### src/rtl/uart_core_param_if.sv
// uart_core_param_if
//   Bus-side bundle of the parametrised UART core. The serial pins (rx/tx)
//   and clk/rst stay plain ports on the core; everything the system bus
//   logic touches lives here.
//   master : bus logic (drives dintx/newd, observes status and RX data)
//   slave  : UART core
//   Signals: dintx/newd (TX request), tx_busy/donetx (TX status),
//            doutrx/donerx/parity_err/frame_err/rx_break (RX results).
interface uart_core_param_if #(
  parameter int DATA_BITS = 8
) ();
  logic [DATA_BITS-1:0] dintx;
  logic                 newd;
  logic                 tx_busy;
  logic                 donetx;
  logic [DATA_BITS-1:0] doutrx;
  logic                 donerx;
  logic                 parity_err;
  logic                 frame_err;
  logic                 rx_break;

  modport master (
    output dintx, newd,
    input  tx_busy, donetx, doutrx, donerx, parity_err, frame_err, rx_break
  );

  modport slave (
    input  dintx, newd,
    output tx_busy, donetx, doutrx, donerx, parity_err, frame_err, rx_break
  );
endinterface

### src/rtl/uart_core_param.sv
// uart_core_param
//   Parametrised full-duplex UART core (data width, parity, stop bits,
//   baud divisor). Single clock domain; every bit lasts CLKS_PER_BIT clocks.
//   RX samples mid-bit, rejects start glitches and flags parity/framing
//   errors.
// Ports:
//   clk  - system clock, rising edge
//   rst  - asynchronous reset, active-high
//   rx   - serial line in (asynchronous, synchronised internally)
//   tx   - serial line out, idle high
//   bus  - uart_core_param_if.slave: dintx/newd request, tx_busy/donetx,
//          doutrx/donerx, parity_err, frame_err, rx_break
// Optional feature:
//   UART_BREAK_DETECT_EN - when defined, an all-zero frame (start, data,
//   parity, first stop) pulses rx_break with donerx, and RX waits for the
//   line to be high for one full bit time before re-arming. When undefined
//   rx_break is tied 0.
module uart_core_param #(
  parameter int CLK_FREQ    = 1000000,
  parameter int BAUD        = 9600,
  parameter int DATA_BITS   = 8,
  parameter int PARITY_MODE = 0,
  parameter int STOP_BITS   = 1
) (
  input  logic               clk,
  input  logic               rst,
  input  logic               rx,
  output logic               tx,
  uart_core_param_if.slave   bus
);

  localparam int CLKS_PER_BIT = CLK_FREQ / BAUD;
  localparam int HALF_BIT     = CLKS_PER_BIT / 2;
  localparam int STOP_CLKS    = STOP_BITS * CLKS_PER_BIT;
  localparam int CNT_W        = $clog2(STOP_CLKS + 1);
  localparam int IDX_W        = $clog2(DATA_BITS);

  localparam logic [CNT_W-1:0] BIT_LAST  = CNT_W'(CLKS_PER_BIT - 1);
  localparam logic [CNT_W-1:0] HALF_LAST = CNT_W'(HALF_BIT - 1);
  localparam logic [CNT_W-1:0] STOP_LAST = CNT_W'(STOP_CLKS - 1);
  localparam logic [CNT_W-1:0] STOP_PRE  = CNT_W'(STOP_CLKS - 2);
  localparam logic [IDX_W-1:0] IDX_LAST  = IDX_W'(DATA_BITS - 1);
  localparam logic [CNT_W-1:0] CNT_ONE   = CNT_W'(1);
  localparam logic [IDX_W-1:0] IDX_ONE   = IDX_W'(1);

  // Even mode: XOR of the data. Odd mode: its inverse.
  function automatic logic parity_of(input logic [DATA_BITS-1:0] d);
    return (PARITY_MODE == 2) ? ~(^d) : (^d);
  endfunction

  // ---------------------------------------------------------------- TX
  typedef enum logic [2:0] {TX_IDLE, TX_START, TX_DATA, TX_PARITY, TX_STOP} tx_state_t;

  tx_state_t            tx_state_reg;
  logic [CNT_W-1:0]     tx_cnt_reg;
  logic [IDX_W-1:0]     tx_idx_reg;
  logic [DATA_BITS-1:0] tx_shift_reg;
  logic                 tx_par_reg;
  logic                 tx_reg;
  logic                 tx_busy_reg;
  logic                 donetx_reg;

  always_ff @(posedge clk or posedge rst) begin
    if (rst) begin
      tx_state_reg <= TX_IDLE;
      tx_cnt_reg   <= '0;
      tx_idx_reg   <= '0;
      tx_shift_reg <= '0;
      tx_par_reg   <= 1'b0;
      tx_reg       <= 1'b1;
      tx_busy_reg  <= 1'b0;
      donetx_reg   <= 1'b0;
    end else begin
      donetx_reg <= 1'b0;
      case (tx_state_reg)
        TX_IDLE: begin
          tx_reg <= 1'b1;
          if (bus.newd) begin
            tx_shift_reg <= bus.dintx;
            tx_par_reg   <= parity_of(bus.dintx);
            tx_reg       <= 1'b0;
            tx_busy_reg  <= 1'b1;
            tx_cnt_reg   <= '0;
            tx_state_reg <= TX_START;
          end
        end
        TX_START: begin
          if (tx_cnt_reg == BIT_LAST) begin
            tx_cnt_reg   <= '0;
            tx_idx_reg   <= '0;
            tx_reg       <= tx_shift_reg[0];
            tx_state_reg <= TX_DATA;
          end else begin
            tx_cnt_reg <= tx_cnt_reg + CNT_ONE;
          end
        end
        TX_DATA: begin
          if (tx_cnt_reg == BIT_LAST) begin
            tx_cnt_reg <= '0;
            if (tx_idx_reg == IDX_LAST) begin
              if (PARITY_MODE != 0) begin
                tx_reg       <= tx_par_reg;
                tx_state_reg <= TX_PARITY;
              end else begin
                tx_reg       <= 1'b1;
                tx_state_reg <= TX_STOP;
              end
            end else begin
              // Shift register keeps the next bit at index 1.
              tx_idx_reg   <= tx_idx_reg + IDX_ONE;
              tx_shift_reg <= tx_shift_reg >> 1;
              tx_reg       <= tx_shift_reg[1];
            end
          end else begin
            tx_cnt_reg <= tx_cnt_reg + CNT_ONE;
          end
        end
        TX_PARITY: begin
          if (tx_cnt_reg == BIT_LAST) begin
            tx_cnt_reg   <= '0;
            tx_reg       <= 1'b1;
            tx_state_reg <= TX_STOP;
          end else begin
            tx_cnt_reg <= tx_cnt_reg + CNT_ONE;
          end
        end
        TX_STOP: begin
          // donetx/tx_busy are registered one clock early so they are
          // visible during the last stop clock; the state stays in STOP
          // for that clock so a newd there is ignored.
          if (tx_cnt_reg == STOP_LAST) begin
            tx_cnt_reg   <= '0;
            tx_state_reg <= TX_IDLE;
          end else begin
            tx_cnt_reg <= tx_cnt_reg + CNT_ONE;
            if (tx_cnt_reg == STOP_PRE) begin
              donetx_reg  <= 1'b1;
              tx_busy_reg <= 1'b0;
            end
          end
        end
        default: tx_state_reg <= TX_IDLE;
      endcase
    end
  end

  // ---------------------------------------------------------------- RX
  typedef enum logic [2:0] {
    RX_IDLE, RX_START, RX_DATA, RX_PARITY, RX_STOP
`ifdef UART_BREAK_DETECT_EN
    , RX_BREAK_WAIT
`endif
  } rx_state_t;

  logic [1:0]           sync_reg;
  logic                 rx_sync;
  logic                 rx_prev_reg;
  rx_state_t            rx_state_reg;
  logic [CNT_W-1:0]     rx_cnt_reg;
  logic [IDX_W-1:0]     rx_idx_reg;
  logic [DATA_BITS-1:0] rx_shift_reg;
  logic                 rx_par_reg;
  logic [DATA_BITS-1:0] doutrx_reg;
  logic                 donerx_reg;
  logic                 parity_err_reg;
  logic                 frame_err_reg;
`ifdef UART_BREAK_DETECT_EN
  logic                 rx_break_reg;
`endif

  assign rx_sync = sync_reg[1];

  // Two-flop synchroniser, idle-high so reset never looks like a start bit.
  always_ff @(posedge clk or posedge rst) begin
    if (rst) begin
      sync_reg <= 2'b11;
    end else begin
      sync_reg <= {sync_reg[0], rx};
    end
  end

  always_ff @(posedge clk or posedge rst) begin
    if (rst) begin
      rx_prev_reg    <= 1'b1;
      rx_state_reg   <= RX_IDLE;
      rx_cnt_reg     <= '0;
      rx_idx_reg     <= '0;
      rx_shift_reg   <= '0;
      rx_par_reg     <= 1'b0;
      doutrx_reg     <= '0;
      donerx_reg     <= 1'b0;
      parity_err_reg <= 1'b0;
      frame_err_reg  <= 1'b0;
`ifdef UART_BREAK_DETECT_EN
      rx_break_reg   <= 1'b0;
`endif
    end else begin
      rx_prev_reg <= rx_sync;
      donerx_reg  <= 1'b0;
`ifdef UART_BREAK_DETECT_EN
      rx_break_reg <= 1'b0;
`endif
      case (rx_state_reg)
        RX_IDLE: begin
          // Edge (not level) detect: after a frame whose stop bit read 0
          // the line may still be low and must not retrigger.
          if (rx_prev_reg && !rx_sync) begin
            rx_cnt_reg   <= '0;
            rx_state_reg <= RX_START;
          end
        end
        RX_START: begin
          if (rx_cnt_reg == HALF_LAST) begin
            rx_cnt_reg   <= '0;
            rx_idx_reg   <= '0;
            rx_state_reg <= rx_sync ? RX_IDLE : RX_DATA;
          end else begin
            rx_cnt_reg <= rx_cnt_reg + CNT_ONE;
          end
        end
        RX_DATA: begin
          if (rx_cnt_reg == BIT_LAST) begin
            rx_cnt_reg   <= '0;
            rx_shift_reg <= {rx_sync, rx_shift_reg[DATA_BITS-1:1]};
            if (rx_idx_reg == IDX_LAST) begin
              rx_state_reg <= (PARITY_MODE != 0) ? RX_PARITY : RX_STOP;
            end else begin
              rx_idx_reg <= rx_idx_reg + IDX_ONE;
            end
          end else begin
            rx_cnt_reg <= rx_cnt_reg + CNT_ONE;
          end
        end
        RX_PARITY: begin
          if (rx_cnt_reg == BIT_LAST) begin
            rx_cnt_reg   <= '0;
            rx_par_reg   <= rx_sync;
            rx_state_reg <= RX_STOP;
          end else begin
            rx_cnt_reg <= rx_cnt_reg + CNT_ONE;
          end
        end
        RX_STOP: begin
          if (rx_cnt_reg == BIT_LAST) begin
            rx_cnt_reg     <= '0;
            doutrx_reg     <= rx_shift_reg;
            parity_err_reg <= (PARITY_MODE != 0) && (rx_par_reg != parity_of(rx_shift_reg));
            frame_err_reg  <= ~rx_sync;
            donerx_reg     <= 1'b1;
            rx_state_reg   <= RX_IDLE;
`ifdef UART_BREAK_DETECT_EN
            if ((rx_shift_reg == '0) && !rx_sync && ((PARITY_MODE == 0) || !rx_par_reg)) begin
              rx_break_reg <= 1'b1;
              rx_state_reg <= RX_BREAK_WAIT;
            end
`endif
          end else begin
            rx_cnt_reg <= rx_cnt_reg + CNT_ONE;
          end
        end
`ifdef UART_BREAK_DETECT_EN
        RX_BREAK_WAIT: begin
          // Re-arm only after one unbroken bit time of idle-high line.
          if (!rx_sync) begin
            rx_cnt_reg <= '0;
          end else if (rx_cnt_reg == BIT_LAST) begin
            rx_cnt_reg   <= '0;
            rx_state_reg <= RX_IDLE;
          end else begin
            rx_cnt_reg <= rx_cnt_reg + CNT_ONE;
          end
        end
`endif
        default: rx_state_reg <= RX_IDLE;
      endcase
    end
  end

  assign tx             = tx_reg;
  assign bus.tx_busy    = tx_busy_reg;
  assign bus.donetx     = donetx_reg;
  assign bus.doutrx     = doutrx_reg;
  assign bus.donerx     = donerx_reg;
  assign bus.parity_err = parity_err_reg;
  assign bus.frame_err  = frame_err_reg;
`ifdef UART_BREAK_DETECT_EN
  assign bus.rx_break   = rx_break_reg;
`else
  assign bus.rx_break   = 1'b0;
`endif

endmodule

### src/flat_wrapper.sv
// flat-port wrapper written by rule: the top's interface ports become plain ports
module uart_core_param_flat 
#(
  parameter int CLK_FREQ    = 1000000,
  parameter int BAUD        = 9600,
  parameter int DATA_BITS   = 8,
  parameter int PARITY_MODE = 0,
  parameter int STOP_BITS   = 1
)
  (clk, rst, rx, tx, bus_dintx, bus_newd, bus_tx_busy, bus_donetx, bus_doutrx, bus_donerx, bus_parity_err, bus_frame_err, bus_rx_break);
  uart_core_param_if #(.DATA_BITS(DATA_BITS)) bus_i ();
  input  logic clk;
  input  logic rst;
  input  logic rx;
  output logic tx;
  input wire logic [$bits(bus_i.dintx)-1:0] bus_dintx;
  input wire logic [$bits(bus_i.newd)-1:0] bus_newd;
  output wire logic [$bits(bus_i.tx_busy)-1:0] bus_tx_busy;
  output wire logic [$bits(bus_i.donetx)-1:0] bus_donetx;
  output wire logic [$bits(bus_i.doutrx)-1:0] bus_doutrx;
  output wire logic [$bits(bus_i.donerx)-1:0] bus_donerx;
  output wire logic [$bits(bus_i.parity_err)-1:0] bus_parity_err;
  output wire logic [$bits(bus_i.frame_err)-1:0] bus_frame_err;
  output wire logic [$bits(bus_i.rx_break)-1:0] bus_rx_break;
  assign bus_i.dintx = bus_dintx;
  assign bus_i.newd = bus_newd;
  assign bus_tx_busy = bus_i.tx_busy;
  assign bus_donetx = bus_i.donetx;
  assign bus_doutrx = bus_i.doutrx;
  assign bus_donerx = bus_i.donerx;
  assign bus_parity_err = bus_i.parity_err;
  assign bus_frame_err = bus_i.frame_err;
  assign bus_rx_break = bus_i.rx_break;
  uart_core_param #(.CLK_FREQ(CLK_FREQ), .BAUD(BAUD), .DATA_BITS(DATA_BITS), .PARITY_MODE(PARITY_MODE), .STOP_BITS(STOP_BITS)) u_core (.clk(clk), .rst(rst), .rx(rx), .tx(tx), .bus(bus_i));
endmodule
### config.mk
export PLATFORM = sky130hd
export DESIGN_NAME = uart_core_param_flat
export DESIGN_NICKNAME = d
export VERILOG_FILES = /design/src/rtl/uart_core_param_if.sv /design/src/rtl/uart_core_param.sv /design/src/flat_wrapper.sv
export SDC_FILE = /design/constraint.sdc
export NUM_CORES = 1
export LEC_CHECK = 0
export ABC_CLOCK_PERIOD_IN_PS = 3600
export CORE_ASPECT_RATIO = 1.2
export CORE_MARGIN = 5
export CORE_UTILIZATION = 28
export DETAILED_ROUTE_END_ITERATION = 10
export GPL_TIMING_DRIVEN = 0
export PLACE_DENSITY = 0.45
export SLEW_MARGIN = 0
export SYNTH_ARGS = -nofsm -noshare
export SYNTH_HDL_FRONTEND = slang
export SYNTH_SLANG_ARGS = --single-unit
export TNS_END_PERCENT = 10
### constraint.sdc
create_clock -name clk -period 3.6 [get_ports clk]
set_input_delay 0.9 -clock clk [delete_from_list [all_inputs] [get_ports clk]]
set_output_delay 0.9 -clock clk [all_outputs]
set_load 0.02 [all_outputs]
==> results.md, run 1 <==
- Status: finished clean
- Worst Max-Slew Pin Slew: 0.550 ns
- DP Area: 0.00333 mm²
- Skew-Pair Late Insertion Delay: 0.32 ns
- Final Power: 2.12 mW
- Die Width: 103 µm
- Initial antenna violation count: 0
- Asr flop ratio synth: 1.00
- Setup tns final: 0 ns
- Max_slew headroom: 0.632
- Antenna diodes: 0
- H-tree Lvls: 3
- Predominant post-synthesis flop cell: dfrtp_1
- Cell Rows: 40
- EDFF count, synth: 0
- Final wirelength: 5.78 mm
- Post-synth top area cell: dfrtp_1
- Reg2reg start: u_core.rx_cnt_reg[0]
- Sequential fraction of the synthesis area: 0.500
- Unrepaired setup endpoints after global routing: false
- Cell count of the worst reg-to-reg path: 6
- Critical path startpoint: u_core.tx
- Multi-input gate area: 0.00136 mm²
- Post-route ant nets: 0
- Most frequent cells in the layout: 54 x dfrtp_1, 33 x mux2_2, 23 x clkdlybuf4s50_1, 16 x nor2_1, 15 x nand2_1
- Clock Tree Root: clkbuf_16
- Mapped Area: 0.00292 mm²
- CP endpoint kind: output pin
- Drt wl/cell: 13.7 µm
- DRC: 0
- Setup violations, final: 0
- Post-CTS Hold Buffers: 0
- Synth top area cells: dfrtp_1 46%, mux2_2 13%, dfstp_2 3.6%
- CTS tree: yes
- CTS clk-pin slew, worst paths: 0.06 ns
- Fin. max-slew vios: 0
- Pre-antenna DRT Iters: 4
- CP max stage delay: 0.61 ns
- YS warnings: 0
- Core area: 0.0101 mm²
- Number of distinct library cells after synthesis: 57
- Hold Startpoint: u_core.sync_reg[0]
- Final layout net count: 311
- Pwr dens: 584 mW/mm²
- WP buf/inv: 1
- CTS buffer count: 9
- GP Congestion: 0.765
- Worst vdd ir: 0.226 mV
- WP data required: 2.70 ns
- Max_cap viols: 0
- Top-area cell type share of the netlist area: 0.464
- Commonest non-fill, non-tap cell in the layout: dfrtp_1
- GR Overflow Total: 0
- Register area: 0.00146 mm²
- Via count: 2062
- CP arrival: 1.46 ns
- Part of the cycle the worst path needs: 0.655
- Cells after synthesis: 256
- Hold Crit Depth: 0
- Vias in the first global route: 2137
- Yosys reg bits: 58
- Postcts setup bufs: 0
- Final Hold Fails: 0
- Fmax: 0.424 GHz
- HP Class: reg2reg
- Fill cells: 1027
- Vias per cell: 4.89
- Fin area: 0.00363 mm²
- Full die area: 0.0126 mm²
- Syn Area/Cell: 11.4 µm²
- Starting Density: 0.288
- Leak Pwr: 1.57 nW
- Post-DP HPWL: 4.10 mm
- CP startpoint kind: flip-flop
- IO buf count: 23
- Share of cells above drive strength 1: 0.226
- Shortest period the worst path allows: 2.36 ns
- Cell family with most CP delay: buffers and inverters
- Clk_skew: 0.00797 ns
- Final core utilization: 0.360
- Drt initial violations: 30
- Height of the chip: 122 µm
- GRT Total Usage: 0.105
- Worst-path cell chain: clkdlybuf4s50_1
- First-pass GRT wire length: 10.4 mm
- Area growth syn-to-layout: 24.7%
- Maximum buffer depth of the clock tree: 2
- Clk sinks: 58
- CP Max Fanout: 2
- PostCTS Resize Cnt: 0
- Setup CP Type: reg2out
- Largest net degree at the start of global routing: 37
- Crit. path cell count: 1
- Worst path slowest cell: clkdlybuf4s50_1
- I/O Pins: 27
final cells by class:
class	instances	area share
clock buffer	9	0.0620
tap	126	0.0434
buffer	14	0.0203
multi-input combinational	177	0.374
inverter	8	0.00826
sequential	58	0.401
clock inverter	6	0.0227
timing repair buffer	24	0.0688
report_power, final:
part / switching (mW) / leakage (nW) / internal (mW)
registers: 0.106 / 0.747 / 0.757
clock network: 0.293 / 0.151 / 0.597
logic: 0.174 / 0.670 / 0.195
total: 0.573 / 1.57 / 1.55
Yosys cell counts (all sizes together) (2+ instances only):
cell     instances
o31a             2
a32oi            3
clkbuf           7
and4             2
mux2            33
nor2            16
o21a             2
and2             3
and4bb           2
a22o             3
buf              7
o2111ai          3
a22oi            2
a211oi           2
nand3b           2
inv              8
nor3             7
o21ai           11
a221o            2
nand2b           2
a21o             3
xor2             4
o32ai            2
o2bb2ai          3
nand3            6
or3              5
o22ai            2
ha               7
nor3b            2
dfstp            4
mux2i            3
a21oi            6
nand2           15
dfrtp           54
nor2b            5
metrics by stage:
| stage | cells | hold slack [ns] | worst slack (ns) |
|---|---|---|---|
| after floorplan | 257 | 0.345 | 1.28 |
| after global placement | 406 | 0.359 | -0.00183 |
| after detailed placement | 407 | 0.358 | 1.35 |
| after CTS | 422 | 0.374 | 1.22 |
| after global routing | 422 | 0.378 | 1.21 |
| final | 422 | 0.372 | 1.24 |
per-layer routing:
metal | track usage | part of all wire | vias to the layer above
met2 | 0.173 | 0.50 | 24
met5 | 0 | 0 | -
met1 | 0.126 | 0.45 | 1019
met4 | 0.0437 | 0.018 | 0
met3 | 0.0315 | 0.029 | 6
li1 | - | - | 1013
kinds of logic (layout without fill, tap and decap cells):
family | Yosys count | count (layout) | share of synthesized area
AOI/OAI and AO/OA | 53 | 53 | 0.133
adders and majority gates | 7 | 7 | 0.0300
buffers and inverters | 22 | 61 | 0.0356
DFF | 58 | 58 | 0.500
muxes | 37 | 37 | 0.147
other | 1 | 2 | 0.00129
xor gates and xnor gates | 5 | 5 | 0.0150
and+or+nand+nor | 73 | 73 | 0.139
final timing paths:
kind                                                to  slack (ns)
worst max-delay path                                tx        1.24
max in group asynchronous           u_core.rx_prev_reg        2.00
worst max register to register  u_core.rx_shift_reg[7]        1.46
worst min-delay path                u_core.sync_reg[1]        0.37
worst min register to register      u_core.sync_reg[1]        0.37
min in group asynchronous         u_core.tx_idx_reg[2]        0.95
Power figures use the tool's default switching activity.
==> inputs of run 2 (changes only) <==
--- a/config.mk
+++ b/config.mk
@@ -5,13 +5,13 @@
 export SDC_FILE = /design/constraint.sdc
 export NUM_CORES = 1
 export LEC_CHECK = 0
-export ABC_CLOCK_PERIOD_IN_PS = 3600
+export ABC_CLOCK_PERIOD_IN_PS = 2000
 export CORE_ASPECT_RATIO = 1.2
 export CORE_MARGIN = 5
 export CORE_UTILIZATION = 28
 export DETAILED_ROUTE_END_ITERATION = 10
 export GPL_TIMING_DRIVEN = 0
-export PLACE_DENSITY = 0.45
+export PLACE_DENSITY = 0.46
 export SLEW_MARGIN = 0
 export SYNTH_ARGS = -nofsm -noshare
 export SYNTH_HDL_FRONTEND = slang
==> constraint.sdc (replaced) <==
create_clock -name clk -period 2 [get_ports clk]
set_input_delay 0.5 -clock clk [delete_from_list [all_inputs] [get_ports clk]]
set_output_delay 0.5 -clock clk [all_outputs]
set_load 0.02 [all_outputs]
==> results.md, run 2 (same netlist as run 1, synthesis figures left out) <==
- GP Congestion: 0.754 (-1.4%)
- Clock Tree Root: clkbuf_16
- Most frequent cells in the layout: 54 x dfrtp_1, 33 x mux2_2, 23 x clkdlybuf4s50_1, 16 x nor2_1, 15 x nand2_1
- Core area: 0.0101 mm² (unchanged)
- Clk sinks: 58 (unchanged)
- Commonest non-fill, non-tap cell in the layout: dfrtp_1
- GR Overflow Total: 0 (unchanged)
- Share of cells above drive strength 1: 0.262 (+0.0359)
- Starting Density: 0.288 (unchanged)
- Leak Pwr: 1.61 nW (+2.7%)
- Setup violations, final: 0 (unchanged)
- Worst Max-Slew Pin Slew: 0.664 ns (+0.114 ns)
- Height of the chip: 122 µm (unchanged)
- DRC: 0 (unchanged)
- Fmax: 0.512 GHz
- Die Width: 103 µm (unchanged)
- Worst path slowest cell: clkdlybuf4s50_1
- Cell Rows: 40 (unchanged)
- HP Class: reg2reg
- CP endpoint kind: output pin
- Worst hold slack: 0.374 ns (+0.00174 ns)
- Drt wl/cell: 13.6 µm (-0.80%)
- CP startpoint kind: flip-flop
- Initial antenna violation count: 0 (unchanged)
- Vias per cell: 4.82 (-1.3%)
- Post-DP HPWL: 4.03 mm (-1.9%)
- Max_slew headroom: 0.557 (-0.0755)
- Final wirelength: 5.85 mm (+1.3%)
- Final Hold Fails: 0 (unchanged)
- Maximum buffer depth of the clock tree: 2 (unchanged)
- Largest net degree at the start of global routing: 31 (-16%)
- CP Max Fanout: 2 (unchanged)
- Final layout net count: 319 (+2.6%)
- Combinational Power Share: 0.185 (+0.011)
- Int Power: 2.84 mW (+83%)
- Unrepaired setup endpoints after global routing: true
- DP Area: 0.00333 mm² (unchanged)
- Drt initial violations: 47 (+57%)
- Pre-antenna DRT Iters: 5 (+1)
- Shortest period the worst path allows: 1.95 ns
- Fin area: 0.00375 mm² (+3.2%)
- I/O Pins: 27 (unchanged)
- CTS tree: yes
- Net Sw Power: 1.02 mW (+78%)
- Part of the cycle the worst path needs: 0.977
- Post-route ant nets: 0 (unchanged)
- Area growth syn-to-layout: 28.7%
- H-tree Lvls: 3 (unchanged)
- Worst reg-to-reg setup slack: 0.05 ns (-1.41 ns)
- Worst-path cell chain: clkdlybuf4s50_1
- IO buf count: 23 (unchanged)
- CTS clk-pin slew, worst paths: 0.05 ns (about the same)
- Max_cap viols: 0 (unchanged)
- Setup CP Type: reg2out
- Fin. max-slew vios: 0 (unchanged)
- Full die area: 0.0126 mm² (unchanged)
- Clock network fraction of total power: 0.409 (-0.010)
- CTS buffer count: 9 (unchanged)
- Cell family with most CP delay: buffers and inverters
- First-pass GRT wire length: 10.1 mm (-3.4%)
- Via count: 2079 (+0.82%)
- Vias in the first global route: 2142 (+0.23%)
- Sequential power share: 0.406 (about the same)
- Worst vdd ir: 0.467 mV (+110%)
- Antenna diodes: 0 (unchanged)
- CP max stage delay: 0.60 ns (about the same)
- CP arrival: 1.45 ns (about the same)
- Skew-Pair Late Insertion Delay: 0.32 ns (about the same)
- Net Sw Frac: 0.264 (-0.00585)
- Pwr dens: 1030 mW/mm² (+76%)
- WP buf/inv: 1 (unchanged)
- Status: finished clean
- Clk_skew: 0.00889 ns (+0.000916 ns)
- WP data required: 1.50 ns (-1.20 ns)
- GRT Total Usage: 0.102 (-0.00323)
-- run 2: cell types whose count changed in the layout (fill, tap and decap cells not counted), moves of 2 or more --
cell      previous run  this run
buf_4                3         9
clkbuf_1             7        11
ha_1                 7         3
buf_6                1         3
clkinv_2             3         1
ha_2                 0         2
ha_4                 0         2
nor2b_1              5         3
nor2b_2              0         2
-- run 2: power by group through the flow --
stage / clock network [mW] / registers, mW / logic (mW)
floorplan: 0 / 1.52 / 0.529
global placement: 0 / 1.58 / 0.662
detailed placement: 0 / 1.58 / 0.678
CTS: 1.62 / 1.57 / 0.700
global route: 1.67 / 1.60 / 0.799
finish: 1.58 / 1.57 / 0.713
-- run 2: worst paths after layout --
check / endpoint / start / depth (start not counted)
max: tx / u_core.tx / 1
min: u_core.sync_reg[1] / u_core.sync_reg[0] / 0
max reg2reg: u_core.bus.doutrx[6] / u_core.rx_cnt_reg[0] / 7
min reg2reg: u_core.sync_reg[1] / u_core.sync_reg[0] / 0
max in group asynchronous: u_core.rx_prev_reg / rst / 3
min in group asynchronous: u_core.bus.donetx / rst / 2
-- run 2: stage by stage --
step | std cells | setup TNS, ns | power (mW) | worst slack (ns) | util
floorplan | 257 | 0 | 2.05 | 0.0642 | -
global placement | 406 | -66.60 | 2.24 | -1.15 | 0.327
detailed placement | 407 | -2.60 | 2.26 | -0.165 | 0.329
CTS | 425 | 0 | 3.89 | 0.000414 | 0.364
global route | 431 | -0.179 | 4.07 | -0.0446 | 0.371
finish | 431 | 0 | 3.86 | 0.0469 | 0.371
-- run 2: final cells by class --
cell class,count,area [µm²]
inverters,8,30.0
multi-input cells,177,1400
clock buffers,13,240
plain buffers,14,85.1
clock inverters,3,65.1
well taps,126,158
repair buffers,32,323
flip-flops and latches,58,1460
fillers,1013,6360
-- run 2: per-layer routing --
layer | track usage | up-vias | share of wire
met4 | 0.0332 | 0 | 0.013
met1 | 0.124 | 1016 | 0.46
met2 | 0.167 | 31 | 0.50
li1 | - | 1026 | -
met3 | 0.0349 | 6 | 0.030
met5 | 0 | - | 0
-- run 2: what timing repair did --
action	in CTS	in global routing
gates resized for setup	5	8
cloned	0	0
endpoints found under the setup margin	25	27
pin swaps	2	2
hold endpoints to repair	0	0
hold buffers	0	0
buffers inserted	2	6
==> inputs of run 3 (changes only) <==
--- a/config.mk
+++ b/config.mk
@@ -5,13 +5,13 @@
 export SDC_FILE = /design/constraint.sdc
 export NUM_CORES = 1
 export LEC_CHECK = 0
-export ABC_CLOCK_PERIOD_IN_PS = 2000
+export ABC_CLOCK_PERIOD_IN_PS = 1700
 export CORE_ASPECT_RATIO = 1.2
 export CORE_MARGIN = 5
 export CORE_UTILIZATION = 28
 export DETAILED_ROUTE_END_ITERATION = 10
 export GPL_TIMING_DRIVEN = 0
-export PLACE_DENSITY = 0.46
+export PLACE_DENSITY_LB_ADDON = 0.2
 export SLEW_MARGIN = 0
 export SYNTH_ARGS = -nofsm -noshare
 export SYNTH_HDL_FRONTEND = slang
==> constraint.sdc (replaced) <==
create_clock -name clk -period 1.7 [get_ports clk]
set_input_delay 0.425 -clock clk [delete_from_list [all_inputs] [get_ports clk]]
set_output_delay 0.425 -clock clk [all_outputs]
set_load 0.02 [all_outputs]
==> results.md, run 3 (same netlist as run 1, synthesis figures left out) <==
- Status: finished with violations
- Failing checks: setup timing
- Maximum buffer depth of the clock tree: 2 (unchanged)
- Antenna diodes: 0 (unchanged)
- Fmax: 0.527 GHz
- GP Congestion: 0.752 (-0.21%)
- Drt wl/cell: 14.3 µm (+5.2%)
- Starting Density: 0.288 (unchanged)
- Setup tns final: -3.92 ns (-3.92 ns)
- Final Power: 4.92 mW (+28%)
- GR Overflow Total: 0 (unchanged)
- Worst-path cell chain: ha_4 -> nand4_1 -> or3_1 -> buf_6 -> nor3_4 -> buf_12 -> mux2_2
- Clock Tree Root: clkbuf_16
- WP data required: 1.92 ns (+0.42 ns)
- Part of the cycle the worst path needs: 1.12
- Pre-CTS WS: -0.330 ns (-0.165 ns)
- Max_slew headroom: 0.608 (+0.0508)
- Skew-Pair Late Insertion Delay: 0.33 ns (about the same)
- Cell Rows: 40 (unchanged)
- Setup violations, final: 28 (+28)
- WP buf/inv: 2 (+1)
- DRC: 0 (unchanged)
- Via count: 2167 (+4.2%)
- Fin. max-slew vios: 0 (unchanged)
- GRT Total Usage: 0.109 (+0.00702)
- Pwr dens: 1250 mW/mm² (+22%)
- CP endpoint kind: flip-flop
- Clk_skew: 0.00638 ns (-0.00250 ns)
- Drt initial violations: 59 (+26%)
- Shortest period the worst path allows: 1.90 ns
- HP Class: reg2reg
- CP Max Fanout: 8 (+6)
- Fin area: 0.00393 mm² (+4.8%)
- Post-DP HPWL: 4.06 mm (+0.91%)
- Initial antenna violation count: 0 (unchanged)
- Fill cells: 986 (-2.7%)
- Largest net degree at the start of global routing: 34 (+9.7%)
- CTS tree: yes
- Area growth syn-to-layout: 34.9%
- Unrepaired setup endpoints after global routing: true
- CP max stage delay: 0.40 ns (-0.20 ns)
- Reg2reg start: u_core.rx_cnt_reg[0]
- Final Hold Fails: 0 (unchanged)
- Max_cap viols: 0 (unchanged)
- Pre-antenna DRT Iters: 4 (-1)
- CP arrival: 2.11 ns (+0.66 ns)
- Setup WS post-layout: -0.196 ns (-0.243 ns)
- CP startpoint kind: flip-flop
- Critical path startpoint: u_core.rx_cnt_reg[0]
- Final wirelength: 6.22 mm (+6.2%)
- Post-route ant nets: 0 (unchanged)
- Vias per cell: 4.98 (+3.3%)
- Leak Pwr: 1.76 nW (+9.5%)
- Final core utilization: 0.389 (+0.0179)
- DP Area: 0.00335 mm² (+0.79%)
- Worst path slowest cell: dfrtp_1
- Die Width: 103 µm (unchanged)
- Clk sinks: 58 (unchanged)
- I/O Pins: 27 (unchanged)
- Hold Startpoint: u_core.sync_reg[0]
- Core area: 0.0101 mm² (unchanged)
- CTS clk-pin slew, worst paths: 0.06 ns (about the same)
- Worst Max-Slew Pin Slew: 0.588 ns (-0.0761 ns)
- Share of cells above drive strength 1: 0.317 (+0.0549)
- Final layout net count: 323 (+1.3%)
- CTS buffer count: 9 (unchanged)
- Height of the chip: 122 µm (unchanged)
- Vias in the first global route: 2213 (+3.3%)
- Most frequent cells in the layout: 53 x dfrtp_1, 19 x mux2_2, 16 x nor2_1, 14 x nand2_1, 14 x mux2_4
- Cell family with most CP delay: simple AND/OR/NAND/NOR gates
- First-pass GRT wire length: 10.6 mm (+5.4%)
- H-tree Lvls: 3 (unchanged)
- Setup CP Type: reg2reg
- Commonest non-fill, non-tap cell in the layout: dfrtp_1
- IO buf count: 23 (unchanged)
- Full die area: 0.0126 mm² (unchanged)
- Worst vdd ir: 0.542 mV (+16%)
==> run 3: cell types whose count changed in the layout (fill, tap and decap cells not counted), sizes merged <==
cell and delta:
buf +5, dlymetal6s2s +2, clkdlybuf4s50 -13, dlygate4sd2 +11, clkinv +1, inv +2, clkbuf -5, bufinv +1
==> run 3: path summary, 6_finish.rpt <==
path | endpoint | slack (ns) | cells past startpoint
setup / recovery | u_core.rx_shift_reg[4] | -0.20 | 7
min in group asynchronous | u_core.rx_idx_reg[2] | 0.49 | 2
setup reg to reg | u_core.rx_shift_reg[4] | -0.20 | 7
max in group asynchronous | u_core.rx_prev_reg | 0.56 | 3
hold reg to reg | u_core.sync_reg[1] | 0.37 | 0
hold / removal | u_core.sync_reg[1] | 0.37 | 0
==> run 3: worst register-to-register path: cells and delay by family, from the launching register on <==
family / cells / cell delay (ns)
buffers and inverters: 2 / 0.31
DFF: 1 / 0.40
adders and majority gates: 1 / 0.16
and+or+nand+nor: 3 / 0.61
muxes: 1 / 0.33
==> run 3: stage by stage <==
step	hold WS [ns]	cells
final	0.366	435
after global routing	0.367	435
after CTS	0.367	432
after detailed placement	0.359	407
after global placement	0.363	406
after floorplan	0.345	257
==> run 3: cell type report <==
cell class / count / area (µm²) / area share
plain buffers: 14 / 91.3 / 0.0232
clock buffers: 9 / 225 / 0.0573
clock inverters: 7 / 125 / 0.0318
inverters: 8 / 30.0 / 0.00763
multi-input cells: 177 / 1500 / 0.381
flip-flops and latches: 58 / 1460 / 0.371
well taps: 126 / 158 / 0.0401
repair buffers: 36 / 348 / 0.0884
==> run 3: what timing repair did <==
action	4_1_cts	5_1_grt
resized for setup	23	32
buffers inserted	9	2
gates cloned	0	1
pin swaps	4	1
hold buffers	0	0
setup endpoints to repair	52	48
==> run 3: layer usage <==
| metal | up-vias | GRT usage | share of wire | routed length (µm) |
|---|---|---|---|---|
| met1 | 1074 | 0.131 | 0.45 | 2810 |
| li1 | 1041 | - | - | - |
| met4 | 0 | 0.0502 | 0.022 | 138 |
| met2 | 40 | 0.169 | 0.48 | 3000 |
| met5 | - | 0 | 0 | 0 |
| met3 | 12 | 0.0430 | 0.042 | 264 |
==> run 3: report_power, final <==
group | internal, mW | leakage (nW) | switching [mW]
Clock | 1.45 | 0.171 | 0.682
Sequential | 1.60 | 0.746 | 0.249
Combinational | 0.522 | 0.848 | 0.419
